[src/rtl/noc_dev_tx.sv]
// noc_dev_tx: serializes one parallel request per handshake into a framed NoC byte stream.
// Define NOC_DEV_TX_CHECKSUM_EN to append an XOR checksum byte to every packet.
module noc_dev_tx #(
    parameter logic [3:0] DEV_ID    = 4'h0,
    parameter logic [7:0] IDLE_DATA = 8'h00
) (
    input  logic        clk,
    input  logic        reset,
    input  logic        req_valid,
    output logic        req_ready,
    input  logic [2:0]  req_op,
    input  logic [3:0]  req_dest,
    input  logic [31:0] req_addr,
    input  logic [1:0]  req_dlen,
    input  logic [63:0] req_data,
    input  logic        noc_stall,
    output logic        noc_from_dev_ctl,
    output logic [7:0]  noc_from_dev_data,
    output logic        busy,
    output logic        pkt_done
);

    // state | meaning (state names the byte currently on the link)
    // IDLE  | no packet, link shows IDLE_DATA
    // HDR   | header byte B0 (ctl=1)
    // ROUTE | B1 {dest, DEV_ID}
    // ADDR  | address bytes, LSB first
    // DATA  | payload bytes, LSB first
    // CSUM  | checksum byte (only with NOC_DEV_TX_CHECKSUM_EN)
`ifdef NOC_DEV_TX_CHECKSUM_EN
    typedef enum logic [2:0] {IDLE, HDR, ROUTE, ADDR, DATA, CSUM} state_t;
`else
    typedef enum logic [2:0] {IDLE, HDR, ROUTE, ADDR, DATA} state_t;
`endif

    state_t      state_q, state_d;
    logic [2:0]  op_q;
    logic [3:0]  dest_q;
    logic [31:0] addr_q;
    logic [1:0]  dlen_q;
    logic [63:0] data_q;
    logic [2:0]  cnt_q, cnt_d;
    logic        ctl_q, ctl_d;
    logic [7:0]  byte_q, byte_d;
    logic [1:0]  addr_idx;
    logic [2:0]  data_idx;
    logic [2:0]  data_last;
    logic        has_data, consume, addr_end, data_end, last_byte, accept, to_tail;
`ifdef NOC_DEV_TX_CHECKSUM_EN
    logic [7:0]  csum_q, csum_d;
`endif

    assign has_data = (op_q == 3'd1) || (op_q == 3'd2);
    assign consume  = !noc_stall && (state_q != IDLE);
    assign addr_idx = cnt_q[1:0] + 2'd1;
    assign data_idx = cnt_q + 3'd1;
    assign addr_end = (cnt_q[1:0] == 2'd3);
    assign data_end = (cnt_q == data_last);

    always_comb begin
        data_last = 3'd0;
        case (dlen_q)
            2'd0: data_last = 3'd0;
            2'd1: data_last = 3'd1;
            2'd2: data_last = 3'd3;
            2'd3: data_last = 3'd7;
            default: data_last = 3'd0;
        endcase
    end

`ifdef NOC_DEV_TX_CHECKSUM_EN
    assign last_byte = consume && (state_q == CSUM);
`else
    assign last_byte = consume && (((state_q == ADDR) && addr_end && !has_data) ||
                                   ((state_q == DATA) && data_end));
`endif

    assign req_ready = (state_q == IDLE) || last_byte;
    assign accept    = req_valid && req_ready;

    always_comb begin
        state_d = state_q;
        cnt_d   = cnt_q;
        ctl_d   = ctl_q;
        byte_d  = byte_q;
        to_tail = 1'b0;
`ifdef NOC_DEV_TX_CHECKSUM_EN
        csum_d  = csum_q;
`endif
        if (consume) begin
            case (state_q)
                HDR: begin
                    state_d = ROUTE;
                    ctl_d   = 1'b0;
                    byte_d  = {dest_q, DEV_ID};
                end
                ROUTE: begin
                    state_d = ADDR;
                    cnt_d   = 3'd0;
                    byte_d  = addr_q[7:0];
                end
                ADDR: begin
                    if (!addr_end) begin
                        cnt_d  = cnt_q + 3'd1;
                        byte_d = addr_q[{addr_idx, 3'b000} +: 8];
                    end else if (has_data) begin
                        state_d = DATA;
                        cnt_d   = 3'd0;
                        byte_d  = data_q[7:0];
                    end else begin
                        to_tail = 1'b1;
                    end
                end
                DATA: begin
                    if (!data_end) begin
                        cnt_d  = data_idx;
                        byte_d = data_q[{data_idx, 3'b000} +: 8];
                    end else begin
                        to_tail = 1'b1;
                    end
                end
                default: ;
            endcase
        end
`ifdef NOC_DEV_TX_CHECKSUM_EN
        // csum_q already covers the byte on the link, so it is the finished checksum here
        if (to_tail) begin
            state_d = CSUM;
            byte_d  = csum_q;
        end else if (consume && !last_byte) begin
            csum_d = csum_q ^ byte_d;
        end
`endif
        if (last_byte) begin
            state_d = IDLE;
            ctl_d   = 1'b0;
            byte_d  = IDLE_DATA;
        end
        if (accept) begin
            state_d = HDR;
            cnt_d   = 3'd0;
            ctl_d   = 1'b1;
            byte_d  = {req_op, 2'b00, 1'b0, req_dlen};
`ifdef NOC_DEV_TX_CHECKSUM_EN
            csum_d  = {req_op, 2'b00, 1'b0, req_dlen};
`endif
        end
    end

    always_ff @(posedge clk) begin
        if (!reset) begin
            state_q <= IDLE;
            cnt_q   <= 3'd0;
            ctl_q   <= 1'b0;
            byte_q  <= IDLE_DATA;
            op_q    <= 3'd0;
            dest_q  <= 4'd0;
            addr_q  <= 32'd0;
            dlen_q  <= 2'd0;
            data_q  <= 64'd0;
`ifdef NOC_DEV_TX_CHECKSUM_EN
            csum_q  <= 8'd0;
`endif
        end else begin
            state_q <= state_d;
            cnt_q   <= cnt_d;
            ctl_q   <= ctl_d;
            byte_q  <= byte_d;
`ifdef NOC_DEV_TX_CHECKSUM_EN
            csum_q  <= csum_d;
`endif
            if (accept) begin
                op_q   <= req_op;
                dest_q <= req_dest;
                addr_q <= req_addr;
                dlen_q <= req_dlen;
                data_q <= req_data;
            end
        end
    end

    assign noc_from_dev_ctl  = ctl_q;
    assign noc_from_dev_data = byte_q;
    assign busy              = (state_q != IDLE);
    assign pkt_done          = last_byte;

endmodule

[config.mk]
export PLATFORM = sky130hd
export DESIGN_NAME = noc_dev_tx
export DESIGN_NICKNAME = d
export VERILOG_FILES = /design/src/rtl/noc_dev_tx.sv
export SDC_FILE = /design/constraint.sdc
export NUM_CORES = 1
export LEC_CHECK = 0
export ABC_AREA = 1
export ABC_CLOCK_PERIOD_IN_PS = 2550
export CAP_MARGIN = 20
export CORE_MARGIN = 4
export CORE_UTILIZATION = 51
export CTS_CLUSTER_DIAMETER = 50
export DETAILED_ROUTE_END_ITERATION = 10
export PLACE_DENSITY = 0.89
export SYNTH_ARGS = -nofsm -noshare
export SYNTH_HDL_FRONTEND = slang
export SYNTH_SLANG_ARGS = --single-unit
export TNS_END_PERCENT = 100
[constraint.sdc]
create_clock -name clk -period 2.55 [get_ports clk]
set_input_delay 0.3825 -clock clk [delete_from_list [all_inputs] [get_ports clk]]
set_output_delay 0.3825 -clock clk [all_outputs]
set_load 0.1 [all_outputs]
==> impl_metrics.csv <==
group,metric,value,unit
run_status,status,"finished clean",
job,maxCapViolations,0,
worst_hold_path,hold_depth,3,
logic_synthesis,synthTopCellsByArea,"dfxtp_1 (42%), nor2_1 (18%), o21ai_0 (10%)",
clocking,clkSlewWorstSetupHoldPaths,0.06,ns
clocking,cts_tree,"done",
critical_path,arrival,1.96,ns
sta,worst_pin_slew,0.573,ns
detailed_routing,drt-initial-drc-count,599,
global_routing,grt_pass1_vias,5573,
critical_path,r2r_cells,10,
final_layout,finalNetCount,1092,
floorplan,core.rowCount,38,
clocking,cts_buffers,17,
final_layout,fill_cells,885,
sta,min_period,2.34,ns
detailed_routing,viasPerCell,5.24,
logic_synthesis,synth_warnings,0,
logic_synthesis,synth_seq_area_share,42.1,%
worst_hold_path,hp-start,"reset",
final_layout,syn2layout_area_growth,30.9,%
logic_synthesis,ys_types,28,
detailed_routing,ant_nets,0,
detailed_routing,post_drt_wl_per_cell,14.0,µm
final_layout,multiInputGateArea,2780,µm²
final_layout,drive_gt1_share,6.46,%
floorplan,initial_utilization,52.4,%
logic_synthesis,netlist_instances,881,
floorplan,core,10900,µm²
logic_synthesis,synth_area_leader_cell,"dfxtp_1",
detailed_routing,vias,5929,
final_layout,seqCellArea,2400,µm²
logic_synthesis,syn-cell-area,5700,µm²
sta,hold_viol,0,
global_routing,grt_start_max_net_pins,88,
critical_path,end_kind,"primary output",
clocking,ctsResizeCount,0,
placement,post-dp-hpwl,10.8,mm
final_layout,post-route-util,68.6,%
critical_path,startpoint_type,"register",
critical_path,critPathKind,"reg2out",
logic_synthesis,syn_avg_cell_area,6.47,µm²
global_routing,grt_usage,25.0,%
global_routing,antenna_found_initial,0,
critical_path,r2r-end,"noc_from_dev_data[0]",
floorplan,ios,121,
global_routing,overflow,0,
worst_hold_path,hold_path_end,"noc_from_dev_ctl",
power_and_ir_drop,ir_drop,0.419,mV
critical_path,r2r_slack,0.39,ns
logic_synthesis,ys_ff_latch,120,
global_routing,grt_pass1_wl,25.9,mm
clocking,clock_latency,0.53,ns
clocking,clock_sinks,120,
critical_path,required,2.17,ns
placement,routabilityCongestion,0.978,
logic_synthesis,yosysTopAreaCellShare,42.1,%
sta,hold_slack,0.343,ns
sta,finalClockSkew,0.0114,ns
critical_path,cp_max_fo,5,
critical_path,r2r_start,"cnt_q[0]",
sta,period_share,91.9,%
power_and_ir_drop,p_leak,3.33,nW
clocking,cts_max_level,4,
final_layout,num_antenna_cells,0,
placement,io_buffer_count,120,
clocking,hold_buffers,0,
sta,maxSlewViolCount,0,
sta,finalSetupViolations,0,
detailed_routing,totalWireLength,15.8,mm
power_and_ir_drop,total_power,0.00525,W
sta,fmax,427,MHz
floorplan,die_height,114,µm
detailed_routing,drt_first_pass_iters,5,
clocking,clock_path_buffers,2,
floorplan,die_width,114,µm
critical_path,critPathLaunch,"state_q[1]",
floorplan,die_area,12900,µm²
clocking,post_cts_buffers,0,
clocking,root_buffer,"clkbuf_8",
detailed_routing,drc,0,
power_and_ir_drop,power_density,703,nW/µm²
sta,rsz0062_at_grt,"false",
sta,fin_setup_tns,0,ns
sta,relSlewSlack,61.8,%
worst_hold_path,min_path_type,"in2reg",
logic_synthesis,synth.net_count,992,
## flip-flops by register name (all words and copies together), names as in the netlist
| signal | cells |
|---|---|
| dlen_q | 2 |
| addr_q | 32 |
| data_q | 64 |
| dest_q | 4 |
| noc_from_dev_ctl | 1 |
| cnt_q | 3 |
| noc_from_dev_data | 8 |
| op_q | 3 |
| state_q | 3 |
## worst max-delay path by stage
stage and endpoint:
6_report req_ready, 5_1_grt req_ready, 4_1_cts req_ready, 3_5_place_dp dlen_q[1], 3_3_place_gp dlen_q[1], 2_1_floorplan addr_q[10]
## metrics by stage
stage	worst slack, ns	area [µm²]	cells
after detailed placement	0.356	6930	1102
after CTS	0.157	7460	1131
after global placement	0.393	6930	1102
after global routing	0.0389	7470	1131
final	0.208	7470	1131
after floorplan	0.111	5700	881
## worst max-delay path: stages, from the launching register on
cell     delay (ns)
dfxtp_1        0.37
nor2_2         0.18
nand2_1        0.09
nor2_1         0.11
nand3_1        0.11
nand2_1        0.13
nand2_2        0.12
nand2_2        0.13
buf_12         0.18
## layout make-up
type / instances / share of cell area (%)
tap: 140 / 2.35
inverter: 62 / 3.12
clock inverter: 9 / 1.39
multi-input combinational: 647 / 37.2
sequential: 120 / 32.2
timing repair buffer: 133 / 17.9
clock buffer: 20 / 5.83
## logic make-up (layout without fill, tap and decap cells)
family / count (synthesis) / count (layout) / synth area share [%]
AOI/OAI and AO/OA: 164 / 164 / 14.8
DFF: 120 / 120 / 42.1
and+or+nand+nor: 481 / 481 / 33.3
adders and majority gates: 2 / 2 / 0.439
buffers and inverters: 114 / 224 / 9.34
## cells in the mapped netlist
cell      number
nand2_4        1
nand3_2        1
nand3_1       40
nor2_1       281
inv_2          3
buf_2          3
ha_1           2
a21oi_2        1
buf_1          4
nor4_1         1
inv_1         59
dfxtp_1      120
nor2_2         1
o22ai_1        5
buf_4          1
o21ai_0      118
nand4_1        5
nand2_2        3
a22oi_1        1
a211oi_1       1
o211ai_1       3
buf_6         13
o21a_1         1
clkbuf_1      31
nand3b_1       1
nand2_1      147
a21oi_1       16
o21ai_1       18
## routing by layer
metal	track usage, %	wire length, µm
met4	10.8	432
met1	32.1	6500
met5	0	0
met2	40.2	7380
met3	5.99	1530
## placed cells by master, fill, tap and decap left out, types with 16 or more instances in the layout
master / netlist / routed
nor2_1: 281 / 281
nand2_1: 147 / 147
clkdlybuf4s50_1: 0 / 107
nand3_1: 40 / 40
buf_4: 1 / 19
inv_1: 59 / 59
clkbuf_16: 0 / 16
o21ai_1: 18 / 18
dfxtp_1: 120 / 119
a21oi_1: 16 / 16
o21ai_0: 118 / 118
## where the power goes
group | switching, W | internal (W) | total [W]
Combinational | 0.000510 | 0.000362 | 0.000872
Clock | 0.000834 | 0.00139 | 0.00222
Sequential | 0.000100 | 0.00205 | 0.00215
No activity file was read; power rests on OpenSTA's default activity.
